**config.mk**
```make
export PLATFORM = sky130hd
export DESIGN_NAME = alu_exec_stage
export DESIGN_NICKNAME = d
export VERILOG_FILES = /design/src/rtl/alu_exec_stage.sv
export SDC_FILE = /design/constraint.sdc
export NUM_CORES = 1
export LEC_CHECK = 0
export ABC_CLOCK_PERIOD_IN_PS = 1200
export BUFFER_PORTS_ARGS = -buffer_cell sky130_fd_sc_hd__buf_2
export CORE_AREA = 10 10 99 101
export DETAILED_ROUTE_END_ITERATION = 8
export DIE_AREA = 0 0 109 111
export PLACE_DENSITY = 0.71
export SYNTH_ARGS = -nofsm -noshare
export SYNTH_HDL_FRONTEND = slang
export SYNTH_SLANG_ARGS = --single-unit
```
**constraint.sdc**
```tcl
create_clock -name clk -period 1.2 [get_ports clk]
set_input_delay 0.06 -clock clk [delete_from_list [all_inputs] [get_ports clk]]
set_output_delay 0.06 -clock clk [all_outputs]
set_load 0.02 [all_outputs]
```
**src/rtl/alu_exec_stage.sv**
```systemverilog
// alu_exec_stage: two-stage execute pipeline around an external 16-bit ALU.
//   Stage 1 registers a decoded op (operands, function, destination) and
//   drives the ALU inputs. Stage 2 captures the ALU result with the
//   destination index and offers it to writeback. Valid/ready on both sides.
// Ports:
//   clk, rst_n                       clock, async active-low reset
//   in_valid/in_ready                decode handshake
//   in_func, in_a, in_b, in_rd       decoded op
//   alu_a, alu_b, alu_op             registered ALU inputs (stage 1)
//   alu_z, alu_zero                  combinational ALU result
//   out_valid/out_ready              writeback handshake
//   out_z, out_zero, out_rd, out_err registered result (stage 2)
//   op_count                         results accepted by writeback (wraps)
module alu_exec_stage #(
    parameter int unsigned WIDTH = 16,
    parameter int unsigned RD_W  = 3
) (
    input  logic              clk,
    input  logic              rst_n,
    input  logic              in_valid,
    output logic              in_ready,
    input  logic [3:0]        in_func,
    input  logic [WIDTH-1:0]  in_a,
    input  logic [WIDTH-1:0]  in_b,
    input  logic [RD_W-1:0]   in_rd,
    output logic [WIDTH-1:0]  alu_a,
    output logic [WIDTH-1:0]  alu_b,
    output logic [2:0]        alu_op,
    input  logic [WIDTH-1:0]  alu_z,
    input  logic              alu_zero,
    output logic              out_valid,
    input  logic              out_ready,
    output logic [WIDTH-1:0]  out_z,
    output logic              out_zero,
    output logic [RD_W-1:0]   out_rd,
    output logic              out_err,
    output logic [15:0]       op_count
);

    localparam int unsigned OP_W  = 3;
    localparam int unsigned CNT_W = 16;

    logic              s1_valid_q, s1_valid_d;
    logic              s1_err_q,   s1_err_d;
    logic [RD_W-1:0]   s1_rd_q,    s1_rd_d;
    logic [WIDTH-1:0]  alu_a_q,    alu_a_d;
    logic [WIDTH-1:0]  alu_b_q,    alu_b_d;
    logic [OP_W-1:0]   alu_op_q,   alu_op_d;
    logic              out_valid_q, out_valid_d;
    logic [WIDTH-1:0]  out_z_q,    out_z_d;
    logic              out_zero_q, out_zero_d;
    logic [RD_W-1:0]   out_rd_q,   out_rd_d;
    logic              out_err_q,  out_err_d;
    logic [CNT_W-1:0]  op_count_q, op_count_d;

    logic s2_free_c, in_ready_c, in_fire_c, move_c, out_fire_c, func_ok_c;

    // Handshake terms; in_ready never looks at in_valid.
    always_comb begin
        s2_free_c  = !out_valid_q || out_ready;
        in_ready_c = !s1_valid_q || s2_free_c;
        in_fire_c  = in_valid && in_ready_c;
        move_c     = s1_valid_q && s2_free_c;
        out_fire_c = out_valid_q && out_ready;
    end

    // Legal function codes: AND, OR, ADD, SUB, SLT.
    always_comb begin
        func_ok_c = 1'b0;
        case (in_func)
            4'h0, 4'h1, 4'h2, 4'h6, 4'h7: func_ok_c = 1'b1;
            default:                      func_ok_c = 1'b0;
        endcase
    end

    // Next-state for both stages and the completion counter.
    always_comb begin
        s1_valid_d  = s1_valid_q;
        s1_err_d    = s1_err_q;
        s1_rd_d     = s1_rd_q;
        alu_a_d     = alu_a_q;
        alu_b_d     = alu_b_q;
        alu_op_d    = alu_op_q;
        out_valid_d = out_valid_q;
        out_z_d     = out_z_q;
        out_zero_d  = out_zero_q;
        out_rd_d    = out_rd_q;
        out_err_d   = out_err_q;
        op_count_d  = op_count_q;

        // A new op may replace one that is leaving in the same cycle.
        if (in_fire_c) begin
            s1_valid_d = 1'b1;
            s1_err_d   = !func_ok_c;
            s1_rd_d    = in_rd;
            alu_a_d    = in_a;
            alu_b_d    = in_b;
            alu_op_d   = in_func[OP_W-1:0];
        end else if (move_c) begin
            s1_valid_d = 1'b0;
        end

        // Illegal ops still flow, but with a neutral result.
        if (move_c) begin
            out_valid_d = 1'b1;
            out_z_d     = s1_err_q ? '0 : alu_z;
            out_zero_d  = s1_err_q ? 1'b0 : alu_zero;
            out_rd_d    = s1_rd_q;
            out_err_d   = s1_err_q;
        end else if (out_fire_c) begin
            out_valid_d = 1'b0;
        end

        if (out_fire_c) begin
            op_count_d = op_count_q + CNT_W'(1);
        end
    end

    // State registers.
    always_ff @(posedge clk or negedge rst_n) begin
        if (!rst_n) begin
            s1_valid_q  <= 1'b0;
            s1_err_q    <= 1'b0;
            s1_rd_q     <= '0;
            alu_a_q     <= '0;
            alu_b_q     <= '0;
            alu_op_q    <= '0;
            out_valid_q <= 1'b0;
            out_z_q     <= '0;
            out_zero_q  <= 1'b0;
            out_rd_q    <= '0;
            out_err_q   <= 1'b0;
            op_count_q  <= '0;
        end else begin
            s1_valid_q  <= s1_valid_d;
            s1_err_q    <= s1_err_d;
            s1_rd_q     <= s1_rd_d;
            alu_a_q     <= alu_a_d;
            alu_b_q     <= alu_b_d;
            alu_op_q    <= alu_op_d;
            out_valid_q <= out_valid_d;
            out_z_q     <= out_z_d;
            out_zero_q  <= out_zero_d;
            out_rd_q    <= out_rd_d;
            out_err_q   <= out_err_d;
            op_count_q  <= op_count_d;
        end
    end

    assign in_ready  = in_ready_c;
    assign alu_a     = alu_a_q;
    assign alu_b     = alu_b_q;
    assign alu_op    = alu_op_q;
    assign out_valid = out_valid_q;
    assign out_z     = out_z_q;
    assign out_zero  = out_zero_q;
    assign out_rd    = out_rd_q;
    assign out_err   = out_err_q;
    assign op_count  = op_count_q;

endmodule
```
==> flow_metrics.env <==
export IMPL_status="complete, but fails checks"
export IMPL_failed_checks="negative setup slack"
export IMPL_yosysTopAreaCellShare=0.593
export IMPL_reg2reg_slack_ps=-80
export IMPL_reg2regPathDepth=4
export IMPL_cts_htree_levels=3
export IMPL_grt_pass1_wl_um=14600
export IMPL_ys_warn_count=0
export IMPL_placedCellCount=490
export IMPL_track_usage=0.152
export IMPL_rsz0062_at_grt="yes"
export IMPL_slew_headroom=0.660
export IMPL_synthTopCellsByCount="78 x dfrtp_1, 38 x mux2_4, 24 x nand2_1, 20 x nand2b_1, 16 x o21ai_0"
export IMPL_root_buffer="clkbuf_8"
export IMPL_endpoint="alu_b[12]"
export IMPL_drc_errors=0
export IMPL_ys_top_cells_by_area="dfrtp_1 59%, mux2_4 17%, nand2b_1 3.8%"
export IMPL_ios=134
export IMPL_drt_initial_drc_count=63
export IMPL_cp_arrival_ps=1500
export IMPL_die_w_um=109
export IMPL_first_pass_iters=4
export IMPL_syn_area_per_cell_um2=14.1
export IMPL_cts_tree="yes"
export IMPL_syn_nets=294
export IMPL_fin_ws_ps=-77.0
export IMPL_worstMarginPinSlew_ps=511
export IMPL_post_drt_wl_per_cell_um=16.2
export IMPL_dp_slack_ps=-70.0
export IMPL_die_h_um=111
export IMPL_max_cap_violations=0
export IMPL_fin_worst_skew_ps=11.1
export IMPL_powerDensity_mw_per_mm2=1530
export IMPL_clk_latency_ps=340
export IMPL_cp_num_cells=4
export IMPL_seq_area_frac_synth=0.593
export IMPL_reg2reg_from="out_valid"
export IMPL_ys_ff_latch=78
export IMPL_vias_per_cell=4.52
export IMPL_rows=33
export IMPL_crit_chain="nand3b_4, nand2_8, clkbuf_16, mux2_4"
export IMPL_power_w=0.00815
export IMPL_worstHoldPathType="in -> reg"
export IMPL_period_needed_ps=1280
export IMPL_vias=2574
export IMPL_core_area_mm2=0.00797
export IMPL_drive_gt1_frac=0.553
export IMPL_cp_end_kind="register"
export IMPL_fillers=564
export IMPL_wl_um=9200
export IMPL_final_antenna_net_count=0
export IMPL_synth_cell_type_count=29
export IMPL_cts_buffer_depth=2
export IMPL_cts_inserted_buffers=9
export IMPL_clock_fmax_mhz=783
export IMPL_max_stage_delay_ps=430
export IMPL_synth_ff_type="dfrtp_1"
export IMPL_antenna_found_initial=0
export IMPL_slowest_stage="dfrtp_2"
export IMPL_clk_pin_slew_ps=80
export IMPL_synth_edff_count=0
export IMPL_rr_endpoint="alu_b[12]"
export IMPL_place_hpwl_um=6130
export IMPL_path_delay_family="flip-flops"
export IMPL_setup_viol=49
export IMPL_fp_dieArea_mm2=0.0121
export IMPL_syn_inst=233
export IMPL_clkSinkCount=78
export IMPL_critPathBufInv=1
export IMPL_worstPathRequired_ps=1430
export IMPL_initial_core_util=0.413
export IMPL_peakVddDrop_mv=0.780
export IMPL_leakagePower_nw=2.71
export IMPL_cp_max_fo=7
export IMPL_crit_type="reg -> reg"
export IMPL_instances_no_fill=569
export IMPL_synth_most_common_cell="dfrtp_1"
export IMPL_hold_viol_final=0
export IMPL_portBuffers=133
export IMPL_finalCritPeriodShare=1.06
export IMPL_crit_path_start_kind="register"
export IMPL_grt_max_degree=79
export IMPL_yosys_area_top_type="dfrtp_1"
export IMPL_fin_nets=519
export IMPL_area_delta_synth_final_pct=61.6
export IMPL_ys_async_sr_fraction=1.00
export IMPL_slew_violations=0
export IMPL_grt_pass1_vias=2856
export IMPL_netlist_area_mm2=0.00329
export IMPL_gr_total_overflow=0
export IMPL_place_congestion=0.795
export IMPL_tns_ps=-2250
export IMPL_crit_start="out_valid"
[layout make-up]
| class | instances | area [um2] | area share |
|---|---|---|---|
| flip-flops and latches | 78 | 1970 | 0.370 |
| repair buffers | 224 | 1610 | 0.303 |
| multi-input cells | 144 | 1390 | 0.262 |
| clock buffers | 11 | 151 | 0.0285 |
| well taps | 105 | 131 | 0.0247 |
| clock inverters | 5 | 57.6 | 0.0108 |
| inverters | 1 | 3.75 | 0.000706 |
| diodes | 1 | 2.50 | 0.000470 |
[how the worst min path moves through the flow]
stage                     startpoint     endpoint  slack (ps)  depth (start not counted)
final                       in_valid   s1_valid_q          30                          2
after global routing        in_valid   s1_valid_q          40                          2
after CTS                   in_valid   s1_valid_q         -20                          2
after detailed placement       rst_n  op_count[2]         120                          2
after global placement         rst_n  op_count[0]         120                          2
after floorplan                rst_n     alu_a[0]        -240                          0
[state kept, by name, indices dropped and copies added, names as in the netlist]
| name | count |
|---|---|
| out_zero | 1 |
| alu_op | 3 |
| out_z | 16 |
| alu_a | 16 |
| out_rd | 3 |
| op_count | 16 |
| alu_b | 16 |
| out_valid | 1 |
| out_err | 1 |
| s1_err_q | 1 |
| s1_valid_q | 1 |
| s1_rd_q | 3 |
[kinds of logic after synthesis]
logic type      count (synthesis)  synth area share
xor+xnor                       15            0.0399
fa+ha+maj                       1           0.00380
simple gates                   66             0.119
flops                          78             0.593
buf+inv                        11            0.0228
compound gates                 18            0.0274
mux                            44             0.194
[metal layers]
| layer | track usage | up-vias | routed length, um |
|---|---|---|---|
| li1 | - | 1236 | - |
| met1 | 0.157 | 1247 | 3400 |
| met2 | 0.269 | 83 | 4940 |
| met3 | 0.0564 | 8 | 736 |
| met4 | 0.0572 | 0 | 120 |
| met5 | 0 | - | 0 |
[placed cells by master (no fill, tap or decap), drive strengths merged, types with 2 or more instances in the layout]
master,netlist,final
and3,3,3
buf,7,166
clkbuf,3,13
clkinvlp,0,3
dfrtp,78,78
dlygate4sd3,0,56
mux2,43,43
nand2,26,26
nand2b,20,20
nand3,5,5
nand4,3,3
nor2,3,3
nor3,3,3
nor4,2,2
o21ai,18,18
xnor2,9,9
xor2,6,6
[what timing repair did]
item,CTS,global route
pin swaps,12,7
cloned,0,2
endpoints found under the setup margin,65,72
hold buffers,56,0
resized for setup,5,24
buffers inserted,2,2
hold endpoints to repair,134,0
[stage by stage]
step / utilization / cell area (um2) / hold slack (ps)
floorplan: - / 3430 / -236
global placement: 0.550 / 4380 / 115
detailed placement: 0.550 / 4380 / 116
CTS: 0.651 / 5190 / -16.3
global route: 0.667 / 5320 / 38.0
finish: 0.667 / 5320 / 28.8
[where the power goes]
group,internal (W),switching (W)
clock,0.00107,0.000927
combinational,0.00134,0.00137
sequential,0.00308,0.000359
total,0.00550,0.00265
Power figures use the tool's default switching activity.
